<file path="src/rtl/sound_sequencer.sv">
// Audio control stage: maps game events to clip selection, sample strobe
// and restart pulse, timing each clip by sample count.
package sound_pkg;
  typedef enum logic [1:0] {
    SOUND_GAME_PLAY = 2'd0,
    SOUND_READY     = 2'd1,
    SOUND_FAIL      = 2'd2,
    SOUND_WIN       = 2'd3
  } sound_t;
endpackage

module sound_sequencer
  import sound_pkg::*;
#(
  parameter int CLK_HZ    = 25_000_000,
  parameter int SAMPLE_HZ = 8_000,
  parameter int INTRO_LEN = 12280,
  parameter int CHOMP_LEN = 5736,
  parameter int DEATH_LEN = 33736,
  parameter int WIN_LEN   = 12280,
  parameter int CNT_W     = 16
) (
  input  logic   clk_25MHZ,
  input  logic   rst_n,
  input  logic   ev_start,
  input  logic   ev_chomp,
  input  logic   ev_death,
  input  logic   ev_win,
  output logic   clk_8KHZ,
  output sound_t sound_type,
  output logic   sound_restart,
  output logic   en,
  output logic   busy
);

  localparam int DIV = CLK_HZ / SAMPLE_HZ;
  localparam int PW  = (DIV > 1) ? $clog2(DIV) : 1;
  localparam logic [PW-1:0] PRE_TOP = PW'(DIV - 1);

  typedef enum logic [2:0] {
    IDLE, INTRO, CHOMP, DEATH, WIN
  } state_t;

  state_t         state, state_nx, ev_state;
  sound_t         sound_nx;
  logic [PW-1:0]  pre;
  logic [CNT_W-1:0] cnt, last;
  logic [2:0]     cur_pri, ev_pri;
  logic           armed, accept, clip_end;

  always_comb begin
    ev_state = IDLE;
    ev_pri   = 3'd0;
    if (ev_death) begin
      ev_state = DEATH;
      ev_pri   = 3'd4;
    end else if (ev_win) begin
      ev_state = WIN;
      ev_pri   = 3'd3;
    end else if (ev_start) begin
      ev_state = INTRO;
      ev_pri   = 3'd2;
    end else if (ev_chomp) begin
      ev_state = CHOMP;
      ev_pri   = 3'd1;
    end
  end

  always_comb begin
    cur_pri = 3'd0;
    last    = '0;
    unique case (state)
      INTRO: begin
        cur_pri = 3'd2;
        last    = CNT_W'(INTRO_LEN - 1);
      end
      CHOMP: begin
        cur_pri = 3'd1;
        last    = CNT_W'(CHOMP_LEN - 1);
      end
      DEATH: begin
        cur_pri = 3'd4;
        last    = CNT_W'(DEATH_LEN - 1);
      end
      WIN: begin
        cur_pri = 3'd3;
        last    = CNT_W'(WIN_LEN - 1);
      end
      default: begin
        cur_pri = 3'd0;
        last    = '0;
      end
    endcase
  end

  // A clip on its final strobe no longer holds its priority.
  assign clip_end = clk_8KHZ && (state != IDLE) && (cnt == last);
  assign accept   = armed && (ev_pri != 3'd0) &&
                    (clip_end || (ev_pri >= cur_pri));

  always_comb begin
    state_nx = state;
    if (accept)
      state_nx = ev_state;
    else if (clip_end)
      state_nx = IDLE;
  end

  always_comb begin
    sound_nx = SOUND_GAME_PLAY;
    unique case (state_nx)
      INTRO:   sound_nx = SOUND_READY;
      DEATH:   sound_nx = SOUND_FAIL;
      WIN:     sound_nx = SOUND_WIN;
      default: sound_nx = SOUND_GAME_PLAY;
    endcase
  end

  always_ff @(posedge clk_25MHZ or negedge rst_n) begin
    if (!rst_n) begin
      state         <= IDLE;
      armed         <= 1'b0;
      pre           <= '0;
      clk_8KHZ      <= 1'b0;
      cnt           <= '0;
      sound_type    <= SOUND_GAME_PLAY;
      sound_restart <= 1'b0;
      en            <= 1'b0;
      busy          <= 1'b0;
    end else begin
      armed         <= 1'b1;
      state         <= state_nx;
      sound_type    <= sound_nx;
      sound_restart <= accept;
      en            <= (state_nx != IDLE);
      busy          <= (state_nx != IDLE);
      if (accept) begin
        pre      <= '0;
        clk_8KHZ <= 1'b0;
        cnt      <= '0;
      end else begin
        pre      <= (pre == PRE_TOP) ? '0 : pre + 1'b1;
        clk_8KHZ <= (pre == PRE_TOP);
        if (clip_end)
          cnt <= '0;
        else if (clk_8KHZ && (state != IDLE))
          cnt <= cnt + 1'b1;
      end
    end
  end

endmodule

</file>
<file path="config.mk">
export PLATFORM = sky130hd
export DESIGN_NAME = sound_sequencer
export DESIGN_NICKNAME = d
export VERILOG_FILES = /design/src/rtl/sound_sequencer.sv
export SDC_FILE = /design/constraint.sdc
export NUM_CORES = 1
export LEC_CHECK = 0
export ABC_CLOCK_PERIOD_IN_PS = 4800
export CAP_MARGIN = 0
export CORE_MARGIN = 2
export CORE_UTILIZATION = 45
export CTS_CLUSTER_DIAMETER = 100
export DETAILED_ROUTE_END_ITERATION = 16
export GPL_ROUTABILITY_DRIVEN = 0
export PLACE_DENSITY = 0.67
export SLEW_MARGIN = 15
export SYNTH_ARGS = -nofsm -noshare
export SYNTH_HDL_FRONTEND = slang
export SYNTH_SLANG_ARGS = --single-unit
export TNS_END_PERCENT = 1
</file>
<file path="constraint.sdc">
create_clock -name clk_25MHZ -period 4.8 [get_ports clk_25MHZ]
set_input_delay 0.96 -clock clk_25MHZ [delete_from_list [all_inputs] [get_ports clk_25MHZ]]
set_output_delay 0.96 -clock clk_25MHZ [all_outputs]
set_load 0.05 [all_outputs]
</file>
==> impl_metrics.env, run 1 <==
export IMPL_setup_viol=0
export IMPL_end_kind="register"
export IMPL_worstSetupPathType="in2reg"
export IMPL_cp_max_fo=20
export IMPL_drv_cap=0
export IMPL_num_rows=25
export IMPL_grt_overflow=0
export IMPL_drt_iter0_drc=56
export IMPL_stdcell_count=290
export IMPL_cp_common_cell="a21o_1"
export IMPL_final_seq_area_um2=925.9
export IMPL_rr_startpoint="state[0]"
export IMPL_crit_arrival_ps=3180
export IMPL_diodes=0
export IMPL_grt_pass1_vias=1555
export IMPL_synth_simple_area_share_pct=25.63
export IMPL_cts_resized=0
export IMPL_synth_top_family_by_area="simple AND/OR/NAND/NOR gates"
export IMPL_synthXorXnorAreaFrac_pct=10.81
export IMPL_cts_root_buf="clkbuf_8"
export IMPL_cp_top_family="compound AO/OA/AOI/OAI gates"
export IMPL_cts_buffer_depth=2
export IMPL_peakVddDrop_v=0.0002559
export IMPL_chipWidth_um=73.72
export IMPL_grt_use_total_pct=16.77
export IMPL_grt_pass1_wl_um=6927
export IMPL_cts_htree_levels=2
export IMPL_synth_edf_count=0
export IMPL_finalNetCount=247
export IMPL_finalCriticalPeriod_ps=2978
export IMPL_routed_wl_um=3964
export IMPL_worst_setup_path_endpoint="state[2]"
export IMPL_routedWlPerCell_um=13.67
export IMPL_path_cells="clkdlybuf4s50_1, o21bai_1, ha_1, nand2b_1, a21o_1, a21o_1, nor2b_1, or2_4, o22ai_1"
export IMPL_cpPeakStageDelay_ps=520
export IMPL_status="completed"
export IMPL_synth_top_area_cell="dfrtp_1"
export IMPL_synth_nets=238
export IMPL_grt_max_degree=38
export IMPL_cp_required_ps=5010
export IMPL_synthToLayoutAreaGrowth_pct=7.094
export IMPL_cts_sinks=37
export IMPL_max_slew_margin_rel_pct=45.96
export IMPL_io_pins=12
export IMPL_max_freq_mhz=335.8
export IMPL_cp_depth=9
export IMPL_cts_setup_buffers=0
export IMPL_synth_compound_area_share_pct=11.56
export IMPL_synthAdderAreaFrac_pct=3.890
export IMPL_netlist_instances=226
export IMPL_synth_mux_area_share_pct=0
export IMPL_synth_flop_cell="dfrtp_1"
export IMPL_cp_start_kind="primary input"
export IMPL_fin_worst_skew_ps=7.572
export IMPL_path_clk_slew_ps=70
export IMPL_ant_nets=0
export IMPL_vias_per_cell=5.486
export IMPL_yosysMostFrequentCell="dfrtp_1"
export IMPL_hpwl_um=2737
export IMPL_n_fill_cell=417
export IMPL_multi_input_area_mm2=0.001139
export IMPL_die_area_mm2=0.005434
export IMPL_via_count=1591
export IMPL_synth_area_leaders="dfrtp_1 (42%), xnor2_1 (5.6%), nor2_1 (5.5%)"
export IMPL_synth_seq_cells=37
export IMPL_r2r_cells=8
export IMPL_critPathBufInv=1
export IMPL_critPathLaunch="ev_death"
export IMPL_hold_viol=0
export IMPL_grt_setup_unrepaired="no"
export IMPL_post_route_period_util_pct=62.04
export IMPL_coreArea_mm2=0.004692
export IMPL_hold_path_class="reg2reg"
export IMPL_seq_area_frac_synth_pct=42.33
export IMPL_cts_tree="built"
export IMPL_clk_latency_ps=290
export IMPL_drc_errors=0
export IMPL_fin_setup_tns_ps=0
export IMPL_synthTopCellsByCount="dfrtp_1 (37), nor2_1 (32), nand2_1 (22), nand3_1 (15), xnor2_1 (14)"
export IMPL_cts_hold_buffers=0
export IMPL_synthDistinctLibCells=52
export IMPL_die_h_um=73.72
export IMPL_cts_buffers=5
export IMPL_worst_slew_pin_transition_ps=810.6
export IMPL_yosysWarnings=0
export IMPL_port_buffers=11
export IMPL_drv_slew=0
export IMPL_syn_area_mm2=0.002187
export IMPL_drive_gt1_share_pct=10.59
export IMPL_synth_area_per_cell_um2=9.677
export IMPL_dp_cells=282
export IMPL_cp_slowest_cell="clkdlybuf4s50_1"
export IMPL_stdcell_area_mm2=0.002342
export IMPL_start_util_pct=46.61
export IMPL_async_reset_ff_share_pct=100.0
export IMPL_r2r_end="state[2]"
export IMPL_r2r_setup_slack_ps=2250
export IMPL_antenna_found_initial=0
export IMPL_drtPass1Iterations=4
export IMPL_cellLeakagePower_uw=0.001019
export IMPL_placed_area_mm2=0.002260
export IMPL_netlist_area_leader_share_pct=42.33
export IMPL_p_per_area_mw_per_mm2=450.3
## metal layers
layer  track usage (%)  routed length, um  up-vias
li1                  -                  -      795
met2             26.29               1833       23
met3             4.527                124        9
met4             9.091                 97        0
met5                 0                  0        -
met1             20.88               1909      764
## how the worst min path moves through the flow
stage                       from     end  slack, ps  cells past startpoint
after floorplan           pre[0]  pre[0]        480                      1
after global placement    pre[0]  pre[0]        510                      1
after detailed placement  pre[0]  pre[0]        510                      1
after CTS                 pre[0]  pre[0]        520                      1
after global routing      pre[0]  pre[0]        550                      1
final                     pre[0]  pre[0]        520                      1
## stage by stage
stage | utilization [%] | setup WS [ps] | hold slack [ps] | power [uW]
after floorplan | - | 2170 | 478.7 | 808.1
final | 49.92 | 1822 | 515.8 | 1055
after global routing | 49.92 | 1713 | 545.2 | 1128
after detailed placement | 48.16 | 1539 | 512.1 | 854.3
after CTS | 49.92 | 1851 | 523.0 | 1068
after global placement | 48.16 | 1619 | 509.3 | 846.2
## logic make-up after synthesis
family / Yosys count
simple gates: 108
xor+xnor: 27
compound gates: 31
fa+ha+maj: 7
flops: 37
other cells: 1
buf+inv: 15
## report_power, final
group / internal [uW] / total, uW / switching (uW)
clock network: 101 / 210 / 109
logic: 182 / 416 / 234
registers: 353 / 430 / 76.3
## sequential cells by signal, summed over array words and instances, names as in the netlist
register / cells
sound_restart: 1
sound_type: 2
state: 3
pre: 12
cnt: 16
armed: 1
busy: 1
clk_8KHZ: 1
## layout make-up
| type | instances | area share (%) |
|---|---|---|
| clock inverter | 2 | 0.4273 |
| multi-input combinational | 174 | 48.61 |
| tap | 54 | 2.885 |
| sequential | 37 | 39.53 |
| timing repair buffer | 11 | 4.487 |
| inverter | 6 | 0.9615 |
| clock buffer | 6 | 3.098 |
## layout by cell type, fill, tap and decap left out, drive strengths merged, types with 2 or more instances in the layout
master / n
inv: 6
nand3b: 2
nor2b: 3
clkdlybuf4s50: 10
o31a: 2
ha: 6
o21bai: 2
dfrtp: 37
a21o: 2
nor3b: 2
nand3: 15
or2: 2
and3: 7
nor4b: 3
nand2b: 2
o21ai: 7
xnor2: 14
nor4: 2
a21oi: 2
nor2: 37
o22ai: 6
clkbuf: 6
nor3: 4
xor2: 13
nand4: 3
o21ba: 2
nand2: 22
clkinv: 2
## worst register-to-register path, cell delays in order (launching register included)
cell and delay, ps:
dfrtp_1 670, xnor2_1 130, or2_2 340, ha_1 290, a21o_1 150, a21o_1 200
nor2b_1 150, or2_4 360, o22ai_1 200
Note: power is estimated with default switching activity, not from simulation.
==> run 2: changes to the inputs <==
--- a/config.mk
+++ b/config.mk
@@ -5,14 +5,14 @@
 export SDC_FILE = /design/constraint.sdc
 export NUM_CORES = 1
 export LEC_CHECK = 0
-export ABC_CLOCK_PERIOD_IN_PS = 4800
+export ABC_CLOCK_PERIOD_IN_PS = 2500
 export CAP_MARGIN = 0
 export CORE_MARGIN = 2
 export CORE_UTILIZATION = 45
 export CTS_CLUSTER_DIAMETER = 100
 export DETAILED_ROUTE_END_ITERATION = 16
 export GPL_ROUTABILITY_DRIVEN = 0
-export PLACE_DENSITY = 0.67
+export PLACE_DENSITY = 0.69
 export SLEW_MARGIN = 15
 export SYNTH_ARGS = -nofsm -noshare
 export SYNTH_HDL_FRONTEND = slang
==> constraint.sdc (replaced) <==
create_clock -name clk_25MHZ -period 2.5 [get_ports clk_25MHZ]
set_input_delay 0.5 -clock clk_25MHZ [delete_from_list [all_inputs] [get_ports clk_25MHZ]]
set_output_delay 0.5 -clock clk_25MHZ [all_outputs]
set_load 0.05 [all_outputs]
==> run 2 against run 1 <==
Utilization rose by 2.6 points. Non-clock buffer count rose by 12. Critical path depth rose by 1. Sequential share of layout area fell by 1.8 points. Design area rose by 5.2%. Clock power rose by 97%. Combinational power rose by 140%. Critical endpoint is now state[1].
==> impl_metrics.env, run 2 (synthesized netlist as in run 1, its figures left out) <==
export IMPL_routed_wl_met2_um=2029
export IMPL_hold_path_class="in2async"
export IMPL_cts_setup_buffers=0
export IMPL_grt_use_total_pct=17.03
export IMPL_cts_hold_buffers=0
export IMPL_cp_slowest_cell="clkdlybuf4s50_1"
export IMPL_drv_cap=0
export IMPL_reg_top3="cnt (16), pre (12), state (3)"
export IMPL_status="completed"
export IMPL_hold_viol=0
export IMPL_post_route_period_util_pct=97.43
export IMPL_drtPass1Iterations=6
export IMPL_routedWlPerCell_um=13.73
export IMPL_coreArea_mm2=0.004692
export IMPL_cts_sinks=37
export IMPL_met3_length_um=160
export IMPL_ant_nets=0
export IMPL_cts_root_buf="clkbuf_8"
export IMPL_clk_latency_ps=290
export IMPL_largest_register_ffs=16
export IMPL_layout_commonest_cell="dfrtp_1"
export IMPL_drv_slew=0
export IMPL_max_freq_mhz=410.5
export IMPL_routed_wl_um=4146
export IMPL_cts_resized=0
export IMPL_top_register="cnt"
export IMPL_path_cells="clkdlybuf4s50_1, nor2b_1, o21bai_1, ha_1, nand2b_1, a21o_1, a21o_1, nor2b_1, or2_4, o22ai_1"
export IMPL_chipWidth_um=73.72
export IMPL_worst_slew_pin_transition_ps=814.0
export IMPL_finalCriticalPeriod_ps=2436
export IMPL_drt_iter0_drc=68
export IMPL_n_fill_cell=443
export IMPL_grt_max_degree=38
export IMPL_worstSetupPathType="in2reg"
export IMPL_cpPeakStageDelay_ps=480
export IMPL_die_area_mm2=0.005434
export IMPL_peakVddDrop_v=0.0003798
export IMPL_fin_worst_skew_ps=7.157
export IMPL_cp_max_fo=10
export IMPL_setup_viol=0
export IMPL_antenna_found_initial=0
export IMPL_start_util_pct=46.61
export IMPL_via_count=1628
export IMPL_path_clk_slew_ps=70
export IMPL_post_route_util_pct=52.51
export IMPL_cts_htree_levels=2
export IMPL_cts_tree="built"
export IMPL_end_kind="register"
export IMPL_cts_buffers=5
export IMPL_io_pins=12
export IMPL_diodes=0
export IMPL_vias_per_cell=5.391
export IMPL_hpwl_um=2863
export IMPL_crit_arrival_ps=2650
export IMPL_final_cell_mix="dfrtp_1 (35), nor2_1 (32), nand2_1 (22)"
export IMPL_grt_pass1_vias=1626
export IMPL_cellLeakagePower_uw=0.001083
export IMPL_cp_start_kind="primary input"
export IMPL_port_buffers=11
export IMPL_wl_met1_um=1864
export IMPL_grt_setup_unrepaired="yes"
export IMPL_cts_buffer_depth=2
export IMPL_p_per_area_mw_per_mm2=885.7
export IMPL_fin_setup_tns_ps=0
export IMPL_die_h_um=73.72
export IMPL_topRoutingLayerUsed="met4"
export IMPL_grt_pass1_wl_um=6989
export IMPL_cp_required_ps=2710
export IMPL_synthToLayoutAreaGrowth_pct=12.64
export IMPL_num_rows=25
export IMPL_max_slew_margin_rel_pct=45.73
export IMPL_drc_errors=0
export IMPL_finalNetCount=260
export IMPL_grt_overflow=0
export IMPL_drive_gt1_share_pct=16.94
-- run 2: cell count changes in the layout (fill, tap and decap cells not counted) --
| cell | before | now |
|---|---|---|
| a21oi_1 | 2 | 1 |
| a21oi_2 | 0 | 1 |
| buf_4 | 0 | 12 |
| clkbuf_8 | 5 | 6 |
| clkinv_2 | 2 | 0 |
| dfrtp_1 | 37 | 35 |
| dfrtp_2 | 0 | 2 |
| o22ai_1 | 5 | 3 |
| o22ai_2 | 1 | 3 |
| or2_4 | 1 | 2 |
-- run 2: report_power, final --
| part | switching (uW) | internal, uW | total, uW |
|---|---|---|---|
| Combinational | 531 | 452 | 982 |
| Sequential | 103 | 683 | 786 |
| Clock | 195 | 218 | 413 |
-- run 2: worst paths after layout --
path,cells past startpoint,slack [ps],end,start
max,10,60,state[1],ev_chomp
min,1,300,cnt[7],rst_n
max reg2reg,8,130,state[1],state[1]
min reg2reg,1,520,pre[0],pre[0]
max in group asynchronous,1,1640,state[2],rst_n
min in group clk_25MHZ,1,520,pre[0],pre[0]
-- run 2: final cells by class --
class | count | area (um^2) | share of cell area [%]
inverters | 6 | 22.52 | 0.9142
well taps | 54 | 67.56 | 2.743
multi-input cells | 175 | 1164 | 47.23
repair buffers | 23 | 195.2 | 7.923
clock buffers | 7 | 86.33 | 3.504
flip-flops and latches | 37 | 928.4 | 37.68
-- run 2: through the flow --
stage | hold WS (ps) | instances | area, um^2 | total power, uW | setup slack [ps]
final | 301.9 | 302 | 2464 | 2182 | 64.14
after global placement | 503.6 | 294 | 2350 | 1731 | -140.7
after floorplan | 204.4 | 226 | 2187 | 1552 | 182.3
after global routing | 384.7 | 302 | 2464 | 2348 | -9.657
after detailed placement | 511.8 | 294 | 2350 | 1746 | -189.6
after CTS | 337.3 | 301 | 2436 | 2170 | 91.39
-- run 2: worst max-delay path: cells and delay by family --
family / cells / cell delay [ps]
buffers and inverters: 1 / 480
AND/OR/NAND/NOR: 4 / 810
AO/OA/AOI/OAI: 4 / 590
adder cells (fa/ha/maj): 1 / 280
-- run 2: routing by layer --
layer  vias to the layer above  track usage [%]
met5                         -                0
met4                         0            9.091
met1                       772            20.33
li1                        815                -
met3                         8            3.429
met2                        33            28.67
